File: src/rtl/cache_evict_fill.sv
// rtl/cache_evict_fill.sv - victim writeback and line fill sequencer for a set-associative cache
// One miss at a time: optional dirty-victim writeback, then a full line fill, then tag/LRU commit.
module cache_evict_fill #(
  parameter int NUMWAYS   = 4,
  parameter int SETLEN    = 9,
  parameter int OFFSETLEN = 5,
  parameter int TAGLEN    = 18,
  parameter int BEATBYTES = 8,
  localparam int BEATS    = (2 ** OFFSETLEN) / BEATBYTES,
  localparam int BEAT_W   = $clog2(BEATS),
  localparam int BB_W     = $clog2(BEATBYTES),
  localparam int ADR_W    = TAGLEN + SETLEN + OFFSETLEN
) (
  input  logic               i_clk,
  input  logic               i_reset,
  input  logic               i_miss_req,
  input  logic [SETLEN-1:0]  i_miss_set,
  input  logic [TAGLEN-1:0]  i_miss_tag,
  input  logic [NUMWAYS-1:0] i_victim_way,
  input  logic [NUMWAYS-1:0] i_dirty_way,
  input  logic [TAGLEN-1:0]  i_victim_tag,
  input  logic               i_bus_ack,
  input  logic               i_bus_err,
  output logic               o_bus_req,
  output logic               o_bus_write,
  output logic [ADR_W-1:0]   o_bus_adr,
  output logic [BEAT_W-1:0]  o_beat_count,
  output logic [NUMWAYS-1:0] o_sel_way,
  output logic               o_line_write_en,
  output logic               o_clear_valid,
  output logic               o_set_valid,
  output logic               o_clear_dirty,
  output logic               o_lru_write_en,
  output logic               o_busy,
  output logic               o_done,
  output logic               o_error
);

  typedef enum logic [1:0] {
    S_IDLE      = 2'd0,
    S_WRITEBACK = 2'd1,
    S_FILL      = 2'd2,
    S_COMPLETE  = 2'd3
  } state_t;

  state_t r_state;
  state_t w_next;

  logic [SETLEN-1:0]  r_set;
  logic [TAGLEN-1:0]  r_miss_tag;
  logic [TAGLEN-1:0]  r_victim_tag;
  logic [NUMWAYS-1:0] r_sel_way;
  logic [BEAT_W-1:0]  r_beat;
  logic               r_entry;

  logic [NUMWAYS-1:0] w_low_bit;
  logic [NUMWAYS-1:0] w_sel_way;
  logic               w_dirty;
  logic               w_accept;
  logic               w_active;
  logic               w_beat_done;
  logic               w_abort;
  logic               w_last_beat;

  // Isolate the lowest set victim bit; an empty victim vector falls back to way 0.
  assign w_low_bit   = i_victim_way & (~i_victim_way + NUMWAYS'(1));
  assign w_sel_way   = (i_victim_way == '0) ? NUMWAYS'(1) : w_low_bit;
  assign w_dirty     = |(w_sel_way & i_dirty_way);
  assign w_accept    = (r_state == S_IDLE) && i_miss_req;

  assign w_active    = (r_state == S_WRITEBACK) || (r_state == S_FILL);
  assign w_abort     = w_active && i_bus_err;
  assign w_beat_done = w_active && i_bus_ack && !i_bus_err;
  assign w_last_beat = (r_beat == BEAT_W'(BEATS - 1));

  always_ff @(posedge i_clk or negedge i_reset) begin
    if (!i_reset) begin
      r_state <= S_IDLE;
    end else begin
      r_state <= w_next;
    end
  end

  always_comb begin
    w_next = r_state;
    case (r_state)
      S_IDLE: begin
        if (i_miss_req) begin
          w_next = w_dirty ? S_WRITEBACK : S_FILL;
        end
      end
      S_WRITEBACK: begin
        if (w_abort) begin
          w_next = S_IDLE;
        end else if (w_beat_done && w_last_beat) begin
          w_next = S_FILL;
        end
      end
      S_FILL: begin
        if (w_abort) begin
          w_next = S_IDLE;
        end else if (w_beat_done && w_last_beat) begin
          w_next = S_COMPLETE;
        end
      end
      S_COMPLETE: begin
        w_next = S_IDLE;
      end
      default: begin
        w_next = S_IDLE;
      end
    endcase
  end

  // Miss context is captured once per request and held until the next accepted miss.
  always_ff @(posedge i_clk or negedge i_reset) begin
    if (!i_reset) begin
      r_set        <= '0;
      r_miss_tag   <= '0;
      r_victim_tag <= '0;
      r_sel_way    <= '0;
      r_beat       <= '0;
      r_entry      <= 1'b0;
    end else begin
      r_entry <= w_accept;
      if (w_accept) begin
        r_set        <= i_miss_set;
        r_miss_tag   <= i_miss_tag;
        r_victim_tag <= i_victim_tag;
        r_sel_way    <= w_sel_way;
        r_beat       <= '0;
      end else if (w_abort) begin
        r_beat <= '0;
      end else if (w_beat_done) begin
        r_beat <= w_last_beat ? '0 : r_beat + BEAT_W'(1);
      end
    end
  end

  always_comb begin
    o_bus_req       = 1'b0;
    o_bus_write     = 1'b0;
    o_bus_adr       = '0;
    o_line_write_en = 1'b0;
    o_set_valid     = 1'b0;
    o_clear_dirty   = 1'b0;
    o_lru_write_en  = 1'b0;
    o_done          = 1'b0;
    o_error         = 1'b0;
    o_clear_valid   = r_entry;
    o_beat_count    = r_beat;
    o_sel_way       = r_sel_way;
    o_busy          = (r_state != S_IDLE);
    case (r_state)
      S_WRITEBACK: begin
        o_bus_req   = 1'b1;
        o_bus_write = 1'b1;
        o_bus_adr   = {r_victim_tag, r_set, r_beat, {BB_W{1'b0}}};
        o_error     = i_bus_err;
      end
      S_FILL: begin
        o_bus_req       = 1'b1;
        o_bus_adr       = {r_miss_tag, r_set, r_beat, {BB_W{1'b0}}};
        o_line_write_en = i_bus_ack && !i_bus_err;
        o_error         = i_bus_err;
      end
      S_COMPLETE: begin
        o_set_valid    = 1'b1;
        o_clear_dirty  = 1'b1;
        o_lru_write_en = 1'b1;
        o_done         = 1'b1;
      end
      default: begin
      end
    endcase
  end

endmodule
File: config.mk
export PLATFORM = sky130hd
export DESIGN_NAME = cache_evict_fill
export DESIGN_NICKNAME = d
export VERILOG_FILES = /design/src/rtl/cache_evict_fill.sv
export SDC_FILE = /design/constraint.sdc
export NUM_CORES = 1
export LEC_CHECK = 0
export BUFFER_PORTS_ARGS = -buffer_cell sky130_fd_sc_hd__buf_2
export CORE_MARGIN = 10
export CORE_UTILIZATION = 35
export DETAILED_ROUTE_END_ITERATION = 6
export PLACE_DENSITY = 0.67
export SLEW_MARGIN = 20
export SYNTH_ARGS = -nofsm -noshare
export SYNTH_HDL_FRONTEND = slang
export SYNTH_SLANG_ARGS = --single-unit
File: constraint.sdc
create_clock -name i_clk -period 4.45 [get_ports i_clk]
set_clock_uncertainty 0.1 [all_clocks]
set_input_delay 0.89 -clock i_clk [delete_from_list [all_inputs] [get_ports i_clk]]
set_output_delay 0.89 -clock i_clk [all_outputs]
set_load 0.005 [all_outputs]
==> results.py <==
metrics = {
    "outcome": {
        "status": "completed",
    },
    "pwr": {
        "p_sw_uw": 814.0,
        "p_leak_uw": 0.001631,
        "pwr-share-seq": 0.384,
        "pwr-share-comb": 0.476,
        "intPower_uw": 1433,
        "p_sw_frac": 0.3623,
        "p_per_area_mw_per_mm2": 686.5,
        "power.share.clock": 0.139,
        "irDropWorstVdd_mv": 0.2462,
    },
    "synthesis": {
        "synth_most_common_cell": "dfrtp_1",
        "netlist_area_mm2": 0.002599,
        "synth-xor-area-share": 0,
        "synth_seq_area_share": 0.5200,
        "ys.flop_type": "dfrtp_1",
        "synth-seq-cells": 54,
        "synthDominantCellAreaShare": 0.5200,
        "synth_area_per_cell_um2": 11.92,
        "synth_compound_area_frac": 0.1001,
        "synth_top_family_by_area": "multiplexers",
        "syn_inst": 218,
        "synth_edf_count": 0,
        "synthTopCellsByCount": "54 x dfrtp_1, 45 x mux2_2, 27 x nor2_1",
        "muxShareOfSynthArea": 0.1988,
        "synth_area_leaders": "dfrtp_1 52%, mux2_2 19%, a22oi_1 5.2%, nor2_1 3.9%, and2_1 2.9%",
        "synth_top_area_cell": "dfrtp_1",
        "synth-simple-area-share": 0.09918,
        "ys_types": 36,
        "synthAdderAreaFrac": 0.02889,
        "yosys_warnings": 0,
        "async_flop_share": 1.000,
    },
    "floorplan": {
        "die_h_um": 106.2,
        "fp-row-count": 31,
        "core-area_mm2": 0.007253,
        "start_util": 0.3583,
        "ios": 106,
        "dieArea_mm2": 0.01127,
        "die_w_um": 106.2,
    },
    "sta": {
        "rsz0062_at_grt": "false",
        "finalCritPeriodShare": 0.6779,
        "finalCriticalPeriod_ns": 3.017,
        "slew-limit-headroom": 0.3340,
        "finalSetupViolCount": 0,
        "worst_pin_slew_ns": 0.9991,
        "whs_ns": 0.3966,
        "slew_viol_final": 0,
        "setup_tns_ns": 0,
        "fmax_mhz": 331.5,
        "fin_ws_ns": 1.433,
        "final-hold-violation-count": 0,
    },
    "global_routing": {
        "grt-ovfl-total": 0,
        "grt_first_pass_wirelength_mm": 10.78,
        "antenna_found_initial": 0,
        "grt_max_degree": 55,
        "grt_pass1_vias": 2151,
        "grt.total_usage": 0.1155,
    },
    "detailed_routing": {
        "met1_length_mm": 2.831,
        "remaining_drc_errors": 0,
        "drt-pass1-iter-count": 4,
        "antenna_left": 0,
        "met2_length_mm": 3.128,
        "routed_wl_mm": 6.670,
        "wl_per_cell_um": 16.03,
        "dr_total_vias": 1993,
        "wl_met3_um": 679,
        "avgViaCountPerCell": 4.791,
        "topRoutingLayerUsed": "met4",
        "detail_route.iter0.violations": 52,
    },
    "final_layout": {
        "antennaDiodeCount": 0,
        "drive_above_1_share": 0.5079,
        "n_fill_cell": 720,
        "syn_to_final_growth_pct": 25.95,
        "multi_input_area_mm2": 0.001121,
        "finalNetCount": 380,
        "utilization": 0.4513,
        "ff_latch_area_mm2": 0.001351,
    },
    "critical_path": {
        "worst_setup_path_start_kind": "flip-flop",
        "worst_ep_arrival_time_ns": 2.03,
        "crit_fanout": 10,
        "crit_path_frequent_cell": "inv_1",
        "rrSetupSlack_ns": 2.12,
        "crit_slowest_cell": "dfrtp_1",
        "crit_family": "simple AND/OR/NAND/NOR gates",
        "cp_slowest_stage_delay_ns": 0.41,
        "crit_type": "reg -> out",
        "cp_cell_sequence": "inv_1 -> ha_1 -> inv_1 -> nor2_1 -> and2_1 -> buf_2",
        "cp.required_ns": 3.46,
        "cp-end-kind": "primary output",
        "critPathBufInv": 3,
    },
    "clocking": {
        "cts_buffers": 5,
        "clockBufferDepth": 2,
        "clock_sinks": 54,
        "cts_resized": 0,
        "clkLatencyLatePin_ns": 0.30,
        "clk_pin_slew_worst_paths_ns": 0.09,
        "clk_root_buffer_cell": "clkbuf_8",
        "postCtsHoldBufs": 0,
        "htree_levels": 2,
        "cts_tree": "built",
        "post_cts_buffers": 0,
    },
    "placed_design": {
        "pre_cts_ws_ns": 1.702,
        "gp_congestion": 0.7977,
        "dp_hpwl_mm": 4.875,
        "place.port_buffers": 102,
    },
    "hold_path": {
        "hold_class": "reg -> reg",
    },
    "run": {
        "drv_cap": 0,
    },
}
-- registers in the layout, indices dropped and copies added, names as in the netlist --
signal,flops
r_miss_tag,18
r_victim_tag,18
r_set,9
o_sel_way,4
o_beat_count,2
r_state,2
o_clear_valid,1
-- kinds of logic after synthesis --
| family | count (synthesis) |
|---|---|
| flip-flops | 54 |
| AND/OR/NAND/NOR | 52 |
| multiplexers | 46 |
| AO/OA/AOI/OAI | 35 |
| buffers and inverters | 24 |
| adder cells (fa/ha/maj) | 6 |
| other | 1 |
-- area by class of cell --
class                   instances  area share
repair buffers                106      0.1651
clock buffers                   8     0.03364
well taps                      99     0.03784
flip-flops and latches         54      0.4128
multi-input cells             142      0.3425
inverters                       7    0.008028
-- power groups by stage --
stage                     registers, uW  clock network, uW  logic (uW)
after CTS                           865                327        1100
after global routing                897                346        1200
after floorplan                     839                  0         734
after global placement              863                  0        1080
final                               864                313        1070
after detailed placement            876                  0        1090
-- worst reg2reg max path, delay by kind of cell, from the launching register on --
kind	cells	cell delay, ns
fa+ha+maj	1	0.19
buf+inv	2	0.88
flops	1	0.41
mux	1	0.47
simple gates	1	0.18
-- routing by layer --
metal  vias to the layer above  GRT usage
li1                        950          -
met1                       968     0.1297
met2                        71     0.1952
met3                         4    0.05435
met4                         0    0.02611
met5                         -          0
-- layout by cell type (no fill, tap or decap), drive strengths merged, types with 2 or more instances in the layout --
cell and n:
a21oi 4, a22oi 18, a31o 2, a31oi 2
and2 12, buf 106, clkbuf 8, conb 3
dfrtp 54, ha 6, inv 7, mux2 45
nand2 2, nor2 27, nor3 3
-- path summary, 6_finish.rpt --
path	start	end	cells past startpoint
worst max register to register	r_state[1]$_DFFE_PN0P_	r_victim_tag[13]$_DFFE_PN0P_	5
worst min-delay path	o_sel_way[1]$_DFFE_PN0P_	o_sel_way[1]$_DFFE_PN0P_	2
min in group asynchronous	i_reset	r_miss_tag[13]$_DFFE_PN0P_	2
worst max-delay path	r_state[0]$_DFFE_PN0P_	o_bus_adr[12]	6
worst min register to register	o_sel_way[1]$_DFFE_PN0P_	o_sel_way[1]$_DFFE_PN0P_	2
max in group asynchronous	i_reset	r_set[8]$_DFFE_PN0P_	2
-- metrics by stage --
step                      instance area (um2)  cells  total power (uW)
final                                    3273    416              2247
after global routing                     3273    416              2445
after CTS                                3273    416              2289
after detailed placement                 3163    408              1971
after global placement                   3163    408              1941
after floorplan                          2606    220              1573
No activity file was read; power rests on OpenSTA's default activity.
